==> src/rtl/led_pattern_gen_pkg.sv <==
// Shared definitions for the LED pattern generator: mode codes, burst states
// and the prescaler divide helper.
package led_pattern_pkg;

  localparam logic [2:0] MODE_OFF     = 3'd0;
  localparam logic [2:0] MODE_ON      = 3'd1;
  localparam logic [2:0] MODE_BLINK   = 3'd2;
  localparam logic [2:0] MODE_BURST   = 3'd3;
  localparam logic [2:0] MODE_BREATHE = 3'd4;

  typedef enum logic [1:0] {
    B_ON  = 2'd0,
    B_OFF = 2'd1,
    B_GAP = 2'd2
  } burst_state_t;

  localparam int unsigned DEFAULT_CLK_FREQ_HZ = 50000000;
  localparam int unsigned TICK_DIV = DEFAULT_CLK_FREQ_HZ / 1000;

  // Clocks per 1 ms tick; never below one so tiny test clocks still tick.
  function automatic int unsigned tick_div(input int unsigned clk_freq_hz);
    return (clk_freq_hz / 1000 < 1) ? 1 : clk_freq_hz / 1000;
  endfunction

  function automatic logic [2:0] decode_mode(input logic [2:0] m);
    return (m > MODE_BREATHE) ? MODE_OFF : m;
  endfunction

endpackage

==> src/rtl/led_pattern_gen_if.sv <==
// Configuration write port for the LED pattern generator.
interface led_pattern_gen_if #(
  parameter int NUM_CH = 4
);
  localparam int CH_W = (NUM_CH > 1) ? $clog2(NUM_CH) : 1;

  logic            we;
  logic [CH_W-1:0] ch;
  logic [2:0]      mode;
  logic [15:0]     period_ms;
  logic [3:0]      count;

  modport master (output we, ch, mode, period_ms, count);
  modport slave  (input  we, ch, mode, period_ms, count);

endinterface

==> src/rtl/led_pattern_gen_channel.sv <==
// One LED channel: latched config, phase counter, burst FSM, breathe ramp
// and the registered LED output.
module led_channel
  import led_pattern_pkg::*;
#(
  parameter int PWM_BITS = 8
) (
  input  logic                clk,
  input  logic                rst,
  input  logic                tick,
  input  logic [PWM_BITS-1:0] pwm_cnt,
  input  logic                we,
  input  logic [2:0]          mode,
  input  logic [15:0]         period,
  input  logic [3:0]          count,
  output logic                led
);

  localparam logic [PWM_BITS-1:0] DUTY_MAX = '1;
  localparam logic [PWM_BITS-1:0] DUTY_ONE = PWM_BITS'(1);

  logic [2:0]          mode_q, mode_d;
  logic [15:0]         period_q, period_d;
  logic [3:0]          count_q, count_d;
  logic [17:0]         phase_q, phase_d;
  logic [3:0]          flash_q, flash_d;
  burst_state_t        bstate_q, bstate_d;
  logic [PWM_BITS-1:0] duty_q, duty_d;
  logic                dir_up_q, dir_up_d;
  logic                led_q, led_d;
  logic [17:0]         limit;
  logic                at_limit;

  // The gap lasts four periods; 18 bits keep 4*P from overflowing.
  assign limit = (mode_q == MODE_BURST && bstate_q == B_GAP) ?
                 {period_q, 2'b00} - 18'd1 : {2'b00, period_q} - 18'd1;
  assign at_limit = (phase_q == limit);

  always_ff @(posedge clk or posedge rst) begin
    if (rst) begin
      mode_q   <= MODE_OFF;
      period_q <= '0;
      count_q  <= '0;
      phase_q  <= '0;
      flash_q  <= '0;
      bstate_q <= B_ON;
      duty_q   <= '0;
      dir_up_q <= 1'b1;
      led_q    <= 1'b0;
    end else begin
      mode_q   <= mode_d;
      period_q <= period_d;
      count_q  <= count_d;
      phase_q  <= phase_d;
      flash_q  <= flash_d;
      bstate_q <= bstate_d;
      duty_q   <= duty_d;
      dir_up_q <= dir_up_d;
      led_q    <= led_d;
    end
  end

  always_comb begin
    mode_d   = mode_q;
    period_d = period_q;
    count_d  = count_q;
    phase_d  = phase_q;
    flash_d  = flash_q;
    bstate_d = bstate_q;
    duty_d   = duty_q;
    dir_up_d = dir_up_q;
    led_d    = led_q;
    // A write reloads everything and swallows a coincident tick.
    if (we) begin
      mode_d   = decode_mode(mode);
      period_d = (period == 16'd0) ? 16'd1 : period;
      count_d  = (count == 4'd0) ? 4'd1 : count;
      phase_d  = '0;
      flash_d  = '0;
      bstate_d = B_ON;
      duty_d   = '0;
      dir_up_d = 1'b1;
      led_d    = (decode_mode(mode) == MODE_ON) || (decode_mode(mode) == MODE_BLINK) ||
                 (decode_mode(mode) == MODE_BURST);
    end else begin
      case (mode_q)
        MODE_ON: led_d = 1'b1;
        MODE_BLINK: begin
          if (tick) begin
            phase_d = at_limit ? 18'd0 : phase_q + 18'd1;
            if (at_limit) led_d = ~led_q;
          end
        end
        MODE_BURST: begin
          if (tick) begin
            phase_d = at_limit ? 18'd0 : phase_q + 18'd1;
            if (at_limit) begin
              case (bstate_q)
                B_ON: begin
                  bstate_d = B_OFF;
                  led_d    = 1'b0;
                  flash_d  = flash_q + 4'd1;
                end
                B_OFF: begin
                  if (flash_q < count_q) begin
                    bstate_d = B_ON;
                    led_d    = 1'b1;
                  end else begin
                    bstate_d = B_GAP;
                    led_d    = 1'b0;
                    flash_d  = '0;
                  end
                end
                default: begin
                  bstate_d = B_ON;
                  led_d    = 1'b1;
                end
              endcase
            end
          end
        end
        MODE_BREATHE: begin
          led_d = (pwm_cnt < duty_q);
          if (tick) begin
            phase_d = at_limit ? 18'd0 : phase_q + 18'd1;
            // Endpoints bounce straight back so no duty value is held twice.
            if (at_limit) begin
              if (dir_up_q) begin
                if (duty_q == DUTY_MAX) begin
                  duty_d   = DUTY_MAX - DUTY_ONE;
                  dir_up_d = 1'b0;
                end else begin
                  duty_d = duty_q + DUTY_ONE;
                end
              end else begin
                if (duty_q == '0) begin
                  duty_d   = DUTY_ONE;
                  dir_up_d = 1'b1;
                end else begin
                  duty_d = duty_q - DUTY_ONE;
                end
              end
            end
          end
        end
        default: led_d = 1'b0;
      endcase
    end
  end

  assign led = led_q;

endmodule

==> src/rtl/led_pattern_gen.sv <==
// Multi-channel LED pattern generator: shared 1 ms prescaler and PWM counter
// feeding independent per-channel pattern engines.
module led_pattern_gen
  import led_pattern_pkg::*;
#(
  parameter int CLK_FREQ_HZ = 50000000,
  parameter int NUM_CH      = 4,
  parameter int PWM_BITS    = 8
) (
  input  logic              clk,
  input  logic              rst,
  led_pattern_gen_if.slave  cfg,
  output logic [NUM_CH-1:0] led
);

  localparam int unsigned DIV   = tick_div(CLK_FREQ_HZ);
  localparam int          PRE_W = (DIV > 1) ? $clog2(DIV) : 1;
  localparam int          CH_W  = (NUM_CH > 1) ? $clog2(NUM_CH) : 1;

  logic [PRE_W-1:0]    presc;
  logic                tick;
  logic [PWM_BITS-1:0] pwm_cnt;

  assign tick = (presc == PRE_W'(DIV - 1));

  // Free-running; config writes deliberately never touch the prescaler.
  always_ff @(posedge clk or posedge rst) begin
    if (rst) begin
      presc   <= '0;
      pwm_cnt <= '0;
    end else begin
      presc   <= tick ? '0 : presc + PRE_W'(1);
      pwm_cnt <= pwm_cnt + PWM_BITS'(1);
    end
  end

  for (genvar i = 0; i < NUM_CH; i++) begin : g_ch
    logic we_ch;
    assign we_ch = cfg.we && (cfg.ch == CH_W'(i));

    led_channel #(.PWM_BITS(PWM_BITS)) u_ch (
      .clk     (clk),
      .rst     (rst),
      .tick    (tick),
      .pwm_cnt (pwm_cnt),
      .we      (we_ch),
      .mode    (cfg.mode),
      .period  (cfg.period_ms),
      .count   (cfg.count),
      .led     (led[i])
    );
  end

endmodule

==> src/flat_wrapper.sv <==
// flat-port wrapper written by rule: the top's interface ports become plain ports
module led_pattern_gen_flat import led_pattern_pkg::*;
#(
  parameter int CLK_FREQ_HZ = 50000000,
  parameter int NUM_CH      = 4,
  parameter int PWM_BITS    = 8
)
  (clk, rst, led, cfg_we, cfg_ch, cfg_mode, cfg_period_ms, cfg_count);
  led_pattern_gen_if #(.NUM_CH(NUM_CH)) cfg_i ();
  input  logic clk;
  input  logic rst;
  output logic [NUM_CH-1:0] led;
  input wire logic [$bits(cfg_i.we)-1:0] cfg_we;
  input wire logic [$bits(cfg_i.ch)-1:0] cfg_ch;
  input wire logic [$bits(cfg_i.mode)-1:0] cfg_mode;
  input wire logic [$bits(cfg_i.period_ms)-1:0] cfg_period_ms;
  input wire logic [$bits(cfg_i.count)-1:0] cfg_count;
  assign cfg_i.we = cfg_we;
  assign cfg_i.ch = cfg_ch;
  assign cfg_i.mode = cfg_mode;
  assign cfg_i.period_ms = cfg_period_ms;
  assign cfg_i.count = cfg_count;
  led_pattern_gen #(.CLK_FREQ_HZ(CLK_FREQ_HZ), .NUM_CH(NUM_CH), .PWM_BITS(PWM_BITS)) u_core (.clk(clk), .rst(rst), .cfg(cfg_i), .led(led));
endmodule
==> config.mk <==
export PLATFORM = sky130hd
export DESIGN_NAME = led_pattern_gen_flat
export DESIGN_NICKNAME = d
export VERILOG_FILES = /design/src/rtl/led_pattern_gen_pkg.sv /design/src/rtl/led_pattern_gen_if.sv /design/src/rtl/led_pattern_gen_channel.sv /design/src/rtl/led_pattern_gen.sv /design/src/flat_wrapper.sv
export SDC_FILE = /design/constraint.sdc
export NUM_CORES = 1
export LEC_CHECK = 0
export BUFFER_PORTS_ARGS = -buffer_cell sky130_fd_sc_hd__buf_2
export CAP_MARGIN = 20
export CORE_ASPECT_RATIO = 1.5
export CORE_MARGIN = 5
export CORE_UTILIZATION = 58
export CTS_CLUSTER_SIZE = 24
export DETAILED_ROUTE_END_ITERATION = 10
export MAX_ROUTING_LAYER = met4
export PLACE_DENSITY = 0.77
export SLEW_MARGIN = 0
export SYNTH_ARGS = -nofsm -noshare
export SYNTH_HDL_FRONTEND = slang
export SYNTH_SLANG_ARGS = --single-unit
==> constraint.sdc <==
create_clock -name clk -period 8.3 [get_ports clk]
set_input_delay 1.66 -clock clk [delete_from_list [all_inputs] [get_ports clk]]
set_output_delay 1.66 -clock clk [all_outputs]
set_load 0.02 [all_outputs]
==> results of run 1 <==
==> flip-flops by register name, summed over array words and instances (netlist names) <==
| signal | flops |
|---|---|
| u_core.presc | 16 |
| u_core.g_ch.u_ch.flash_q | 16 |
| u_core.g_ch.u_ch.bstate_q | 8 |
| u_core.g_ch.u_ch.dir_up_q | 4 |
| u_core.g_ch.u_ch.mode_q | 12 |
| u_core.g_ch.u_ch.phase_q | 72 |
| u_core.g_ch.u_ch.led | 4 |
| u_core.g_ch.u_ch.duty_q | 32 |
| u_core.g_ch.u_ch.period_q | 64 |
| u_core.g_ch.u_ch.count_q | 16 |
| u_core.pwm_cnt | 8 |
==> placed cells by master, fill, tap and decap left out, drive strengths merged, types with 46 or more instances in the layout <==
cell   instances
ha            66
xnor2         91
xor2          53
nor2         186
dfrtp        248
nor4          49
inv          103
a21oi        127
buf           46
nand4         47
nand3        111
o21ai        148
nor3          58
nand2        303
==> how the worst min path moves through the flow <==
stage / depth (start not counted) / slack, ps / to
floorplan: 1 / 420 / u_core.presc[0]
global placement: 1 / 450 / u_core.presc[0]
detailed placement: 1 / 450 / u_core.presc[0]
CTS: 1 / 460 / u_core.presc[0]
global route: 1 / 480 / u_core.presc[0]
finish: 1 / 460 / u_core.presc[0]
==> layer usage <==
layer / wire length [µm] / track usage [%] / share of wire, %
met4: 3270 / 16.3 / 6.2
met5: 0 / - / 0
met2: 26300 / 50.3 / 50
met3: 3140 / 3.54 / 5.9
met1: 20200 / 35.2 / 38
==> power by group <==
group | leakage (nW) | internal, W | switching, W
combinational | 4.73 | 0.000410 | 0.000575
clock | 0.451 | 0.000769 | 0.000525
sequential | 3.28 | 0.00135 | 0.000219
total | 8.46 | 0.00253 | 0.00132
==> worst max-delay path, delay by kind of cell, from the launching register on <==
family / cells / cell delay (ps)
compound gates: 5 / 1610
simple gates: 4 / 2380
flops: 1 / 430
fa+ha+maj: 1 / 210
buf+inv: 1 / 100
==> metrics by stage <==
stage	hold slack, ps	total power (W)
global route	482	0.00405
floorplan	424	0.00230
CTS	463	0.00385
global placement	447	0.00252
detailed placement	455	0.00255
finish	459	0.00385
==> cell type report <==
cell class | instances | area, µm² | area share, %
clock inverter | 11 | 166 | 0.847
sequential | 252 | 6310 | 32.1
multi-input combinational | 1796 | 11200 | 57.0
timing repair buffer | 47 | 285 | 1.45
clock buffer | 35 | 766 | 3.90
tap | 410 | 513 | 2.61
inverter | 105 | 398 | 2.03
==> logic make-up after synthesis <==
logic type / count (synthesis) / synth area share, %
flip-flops: 252 / 34.2
buffers and inverters: 247 / 5.18
XOR/XNOR: 144 / 6.83
multiplexers: 44 / 2.46
AND/OR/NAND/NOR: 995 / 27.4
adder cells (fa/ha/maj): 66 / 4.47
AO/OA/AOI/OAI: 547 / 19.5
==> results.cfg, run 1 <==
[drt]
drc = 0
wl_per_cell_um = 19.9
viasPerCell = 6.61
dr_total_vias = 17558
wirelength_um = 52900
drt_pass1_iterations = 6
drtIter0Drc = 1443
ant_nets = 0

[timing]
worst_slack_ps = 3420
hold_viol = 0
setup_viol = 0
tns_ps = 0
period_minus_slack_ps = 4880
max_freq_mhz = 205
clock_skew_ps = 18.3
final_max_slew_viol_count = 0
max-slew-margin-rel_pct = 27.2
fin_crit_sh_pct = 58.8
rsz0062_at_grt = false
worst_pin_slew_ps = 1080

[finish]
post-route-util_pct = 62.1
n_antenna_cell = 0
fillers = 2757
final_net_count = 2322
layout.cells.non_filler = 2656
finalInstanceArea_mm2 = 0.0196
syn2layout_area_growth_pct = 6.40
drive_gt1_share_pct = 6.72

[synthesis]
yosys.area.top_type = dfrtp_1
ys_warn_count = 0
synthCells = 2295
yosysSeqAreaShare_pct = 34.2
synth.area.top_cells = dfrtp_1 34%, nand2_1 6.2%, ha_1 4.5%
yosysMostFrequentCell = nand2_1
synthesis.area_mm2 = 0.0185
synth_async_sr_flop_share_pct = 100
avgSynthCellArea_um2 = 8.05
synth_top_area_share_pct = 33.6
synth_nets = 2389
synth_ff_type = dfrtp_1
synth-edff-count = 0
ys_types = 86
synth_commonest_cells = 303 x nand2_1, 248 x dfrtp_1, 186 x nor2_1
synth-seq-cells = 252

[worst_setup_path]
cp.arrival_ps = 5290
critPathKind = register to register
start_kind = register
cpPeakStageDelay_ps = 840
cp_slowest_cell = nor4b_1
end_kind = register
r2r_end = u_core.g_ch[1].u_ch.phase_q[10]
r2r_start = u_core.g_ch[1].u_ch.period_q[0]
ff2ff_path_depth = 11
cp-endpoint = u_core.g_ch[1].u_ch.phase_q[10]
crit_fanout = 12
r2r_setup_slack_ps = 3420
crit_start = u_core.g_ch[1].u_ch.period_q[0]
critPathRequiredTime_ps = 8710
path_cells = inv_1, ha_1, nor4b_1, o21ai_0, a2111oi_0, o21ai_0, a2111o_1, nor4_2, a21oi_1, nor2_1, nor2_1

[placed_design]
dpl.hpwl_um = 37800
detailed_place.area_mm2 = 0.0187
gp_congestion = 0.990
numPortBuffers = 31
pre_cts_ws_ps = 3580
place_inst = 2609

[global_routing]
grt_max_degree = 184
track_usage_pct = 30.1
grt_first_pass_wirelength_um = 86400
grt_pass1_vias = 16946
grt_overflow = 0
antenna_found_initial = 0

[die]
rows = 80
core_area_mm2 = 0.0316
die_h_um = 229
die_area_mm2 = 0.0356
die_w_um = 156
start_util_pct = 58.4
io_pins = 32

[power]
ir_drop_uv = 162
leakagePower_nw = 8.46
power.density_mw_per_mm2 = 196

[clock_tree]
cts.sinks = 252
clk_path_buf_depth = 3
cts-root-buf = clkbuf_16
cts_buffers = 26
cts.hold.buffers_added = 0
htreeDepth = 1
cts-resized-gates = 0
postCtsSetupBuffers = 0
cts_tree = built
clk_pin_slew_ps = 70
clock_latency_ps = 560

[run_status]
status = finished, final reports clean

[worst_hold_path]
hp-start = u_core.presc[0]
hp-class = register to register

[flow_run]
drv_cap = 0
Note: power is estimated with default switching activity, not from simulation.
==> run 2: changes to the inputs <==
Clock period 8.3 ns to 4.1 ns, I/O delays scaled along.
==> run 2 against run 1 <==
  * Critical path depth shrank 2
  * Worst hold slack worse by 79 ps
  * Highest routed layer unchanged
  * Largest power group unchanged
  * Flip-flop and latch count did not move
==> results.cfg, run 2 (synthesized netlist as in run 1, its figures left out) <==
[clock_tree]
cts_buffers = 27
cts-root-buf = clkbuf_16
htreeDepth = 1
clk_path_buf_depth = 3
clock_latency_ps = 570
cts-resized-gates = 0
clk_pin_slew_ps = 70
cts.hold.buffers_added = 0
cts_tree = built
postCtsSetupBuffers = 0
cts.sinks = 252

[finish]
top_regs = u_core.g_ch.u_ch.phase_q (72), u_core.g_ch.u_ch.period_q (64), u_core.g_ch.u_ch.duty_q (32)
final_common_cell = nand2_1
n_antenna_cell = 0
final_net_count = 2385
fillers = 2775
top_register = u_core.g_ch.u_ch.phase_q
multiInputGateArea_mm2 = 0.0113
drive_gt1_share_pct = 9.43
largest_reg_flops = 72
ff_latch_area_mm2 = 0.00631
syn2layout_area_growth_pct = 9.15
layout.cells.non_filler = 2721
final_cell_mix = 303 x nand2_1, 248 x dfrtp_1, 184 x nor2_1

[worst_setup_path]
cp-endpoint = u_core.g_ch[2].u_ch.duty_q[1]
ff2ff_path_depth = 9
critPathKind = register to register
crit_fanout = 12
r2r_end = u_core.g_ch[2].u_ch.duty_q[1]
path_cells = or4_1, or4_4, o311a_1, or4_1, or4_4, nor4_4, buf_12, or2_2, mux2i_1
start_kind = register
crit_start = u_core.g_ch[2].u_ch.period_q[1]
cpPeakStageDelay_ps = 600
end_kind = register
r2r_start = u_core.g_ch[2].u_ch.period_q[1]
cp.arrival_ps = 4470
critPathRequiredTime_ps = 4570
cp_slowest_cell = or4_1
r2r_setup_slack_ps = 100

[die]
die_area_mm2 = 0.0356
die_h_um = 229
core_area_mm2 = 0.0316
rows = 80
die_w_um = 156
io_pins = 32
start_util_pct = 58.4

[flow_run]
drv_cap = 0

[timing]
max-slew-margin-rel_pct = 21.0
final_max_slew_viol_count = 0
max_freq_mhz = 250
whs_ps = 380
clock_skew_ps = 18.8
setup_viol = 0
fin_crit_sh_pct = 97.6
hold_viol = 0
worst_slack_ps = 99.2
worst_pin_slew_ps = 1170
period_minus_slack_ps = 4000
tns_ps = 0

[power]
p_clk_share_pct = 32.3
p_int_w = 0.00506
ir_drop_uv = 321
leakagePower_nw = 8.76
power.density_mw_per_mm2 = 387
totalPowerFinal_w = 0.00780
switching_power_w = 0.00274
seq_power_share_pct = 40.2
p_sw_share_pct = 35.1
comb_power_share_pct = 27.5

[drt]
drtIter0Drc = 1688
drc = 0
drt_pass1_iterations = 5
dr_total_vias = 17790
viasPerCell = 6.54
ant_nets = 0
wirelength_um = 54100
wl_per_cell_um = 19.9

[global_routing]
grt_first_pass_wirelength_um = 88100
track_usage_pct = 30.6
antenna_found_initial = 0
grt_overflow = 0
grt_pass1_vias = 17283
grt_max_degree = 163

[placed_design]
numPortBuffers = 31
dpl.hpwl_um = 39000
gp_congestion = 0.970
place_inst = 2671
pre_cts_ws_ps = 92.4

[run_status]
status = finished, final reports clean

[worst_hold_path]
hp-class = primary input to asynchronous set/reset pin
run 2: layout make-up:
| class | instances | area share (%) |
|---|---|---|
| multi-input combinational | 1796 | 55.8 |
| clock inverter | 15 | 0.894 |
| tap | 410 | 2.55 |
| inverter | 105 | 1.97 |
| clock buffer | 34 | 3.53 |
| sequential | 252 | 31.3 |
| timing repair buffer | 109 | 3.91 |
run 2: worst max-delay path: cells and delay by family (launching register included):
family | cells | cell delay [ps]
AOI/OAI and AO/OA | 1 | 360
buffers and inverters | 1 | 180
DFF | 1 | 390
muxes | 1 | 220
and+or+nand+nor | 6 | 2750
run 2: metrics by stage:
step	cell area (µm²)	util [%]
2_1_floorplan	18500	-
3_3_place_gp	19200	60.7
6_report	20200	63.7
3_5_place_dp	19200	60.7
4_1_cts	20100	63.6
5_1_grt	20200	63.7
run 2: power groups by stage:
| stage | combinational (W) | sequential (W) | clock (W) |
|---|---|---|---|
| floorplan | 0.00170 | 0.00296 | 0 |
| CTS | 0.00211 | 0.00312 | 0.00255 |
| finish | 0.00215 | 0.00314 | 0.00252 |
| global route | 0.00237 | 0.00317 | 0.00264 |
| detailed placement | 0.00209 | 0.00316 | 0 |
| global placement | 0.00204 | 0.00315 | 0 |
run 2: worst min-delay path by stage:
stage | start | to | slack, ps | cells past startpoint
after CTS | rst | u_core.g_ch[1].u_ch.phase_q[7] | 450 | 3
after detailed placement | u_core.presc[0] | u_core.presc[0] | 440 | 1
after global routing | rst | u_core.g_ch[1].u_ch.phase_q[6] | 440 | 3
after global placement | u_core.presc[0] | u_core.presc[0] | 440 | 1
after floorplan | u_core.presc[0] | u_core.presc[0] | 420 | 1
final | rst | u_core.g_ch[1].u_ch.phase_q[6] | 380 | 3
run 2: metal layers:
metal | wire length, µm | vias to the layer above | global-route usage [%]
met5 | 0 | - | -
met4 | 3250 | 0 | 15.7
met3 | 3060 | 199 | 3.11
met2 | 26900 | 760 | 51.1
met1 | 20900 | 8533 | 36.6
li1 | - | 8298 | -
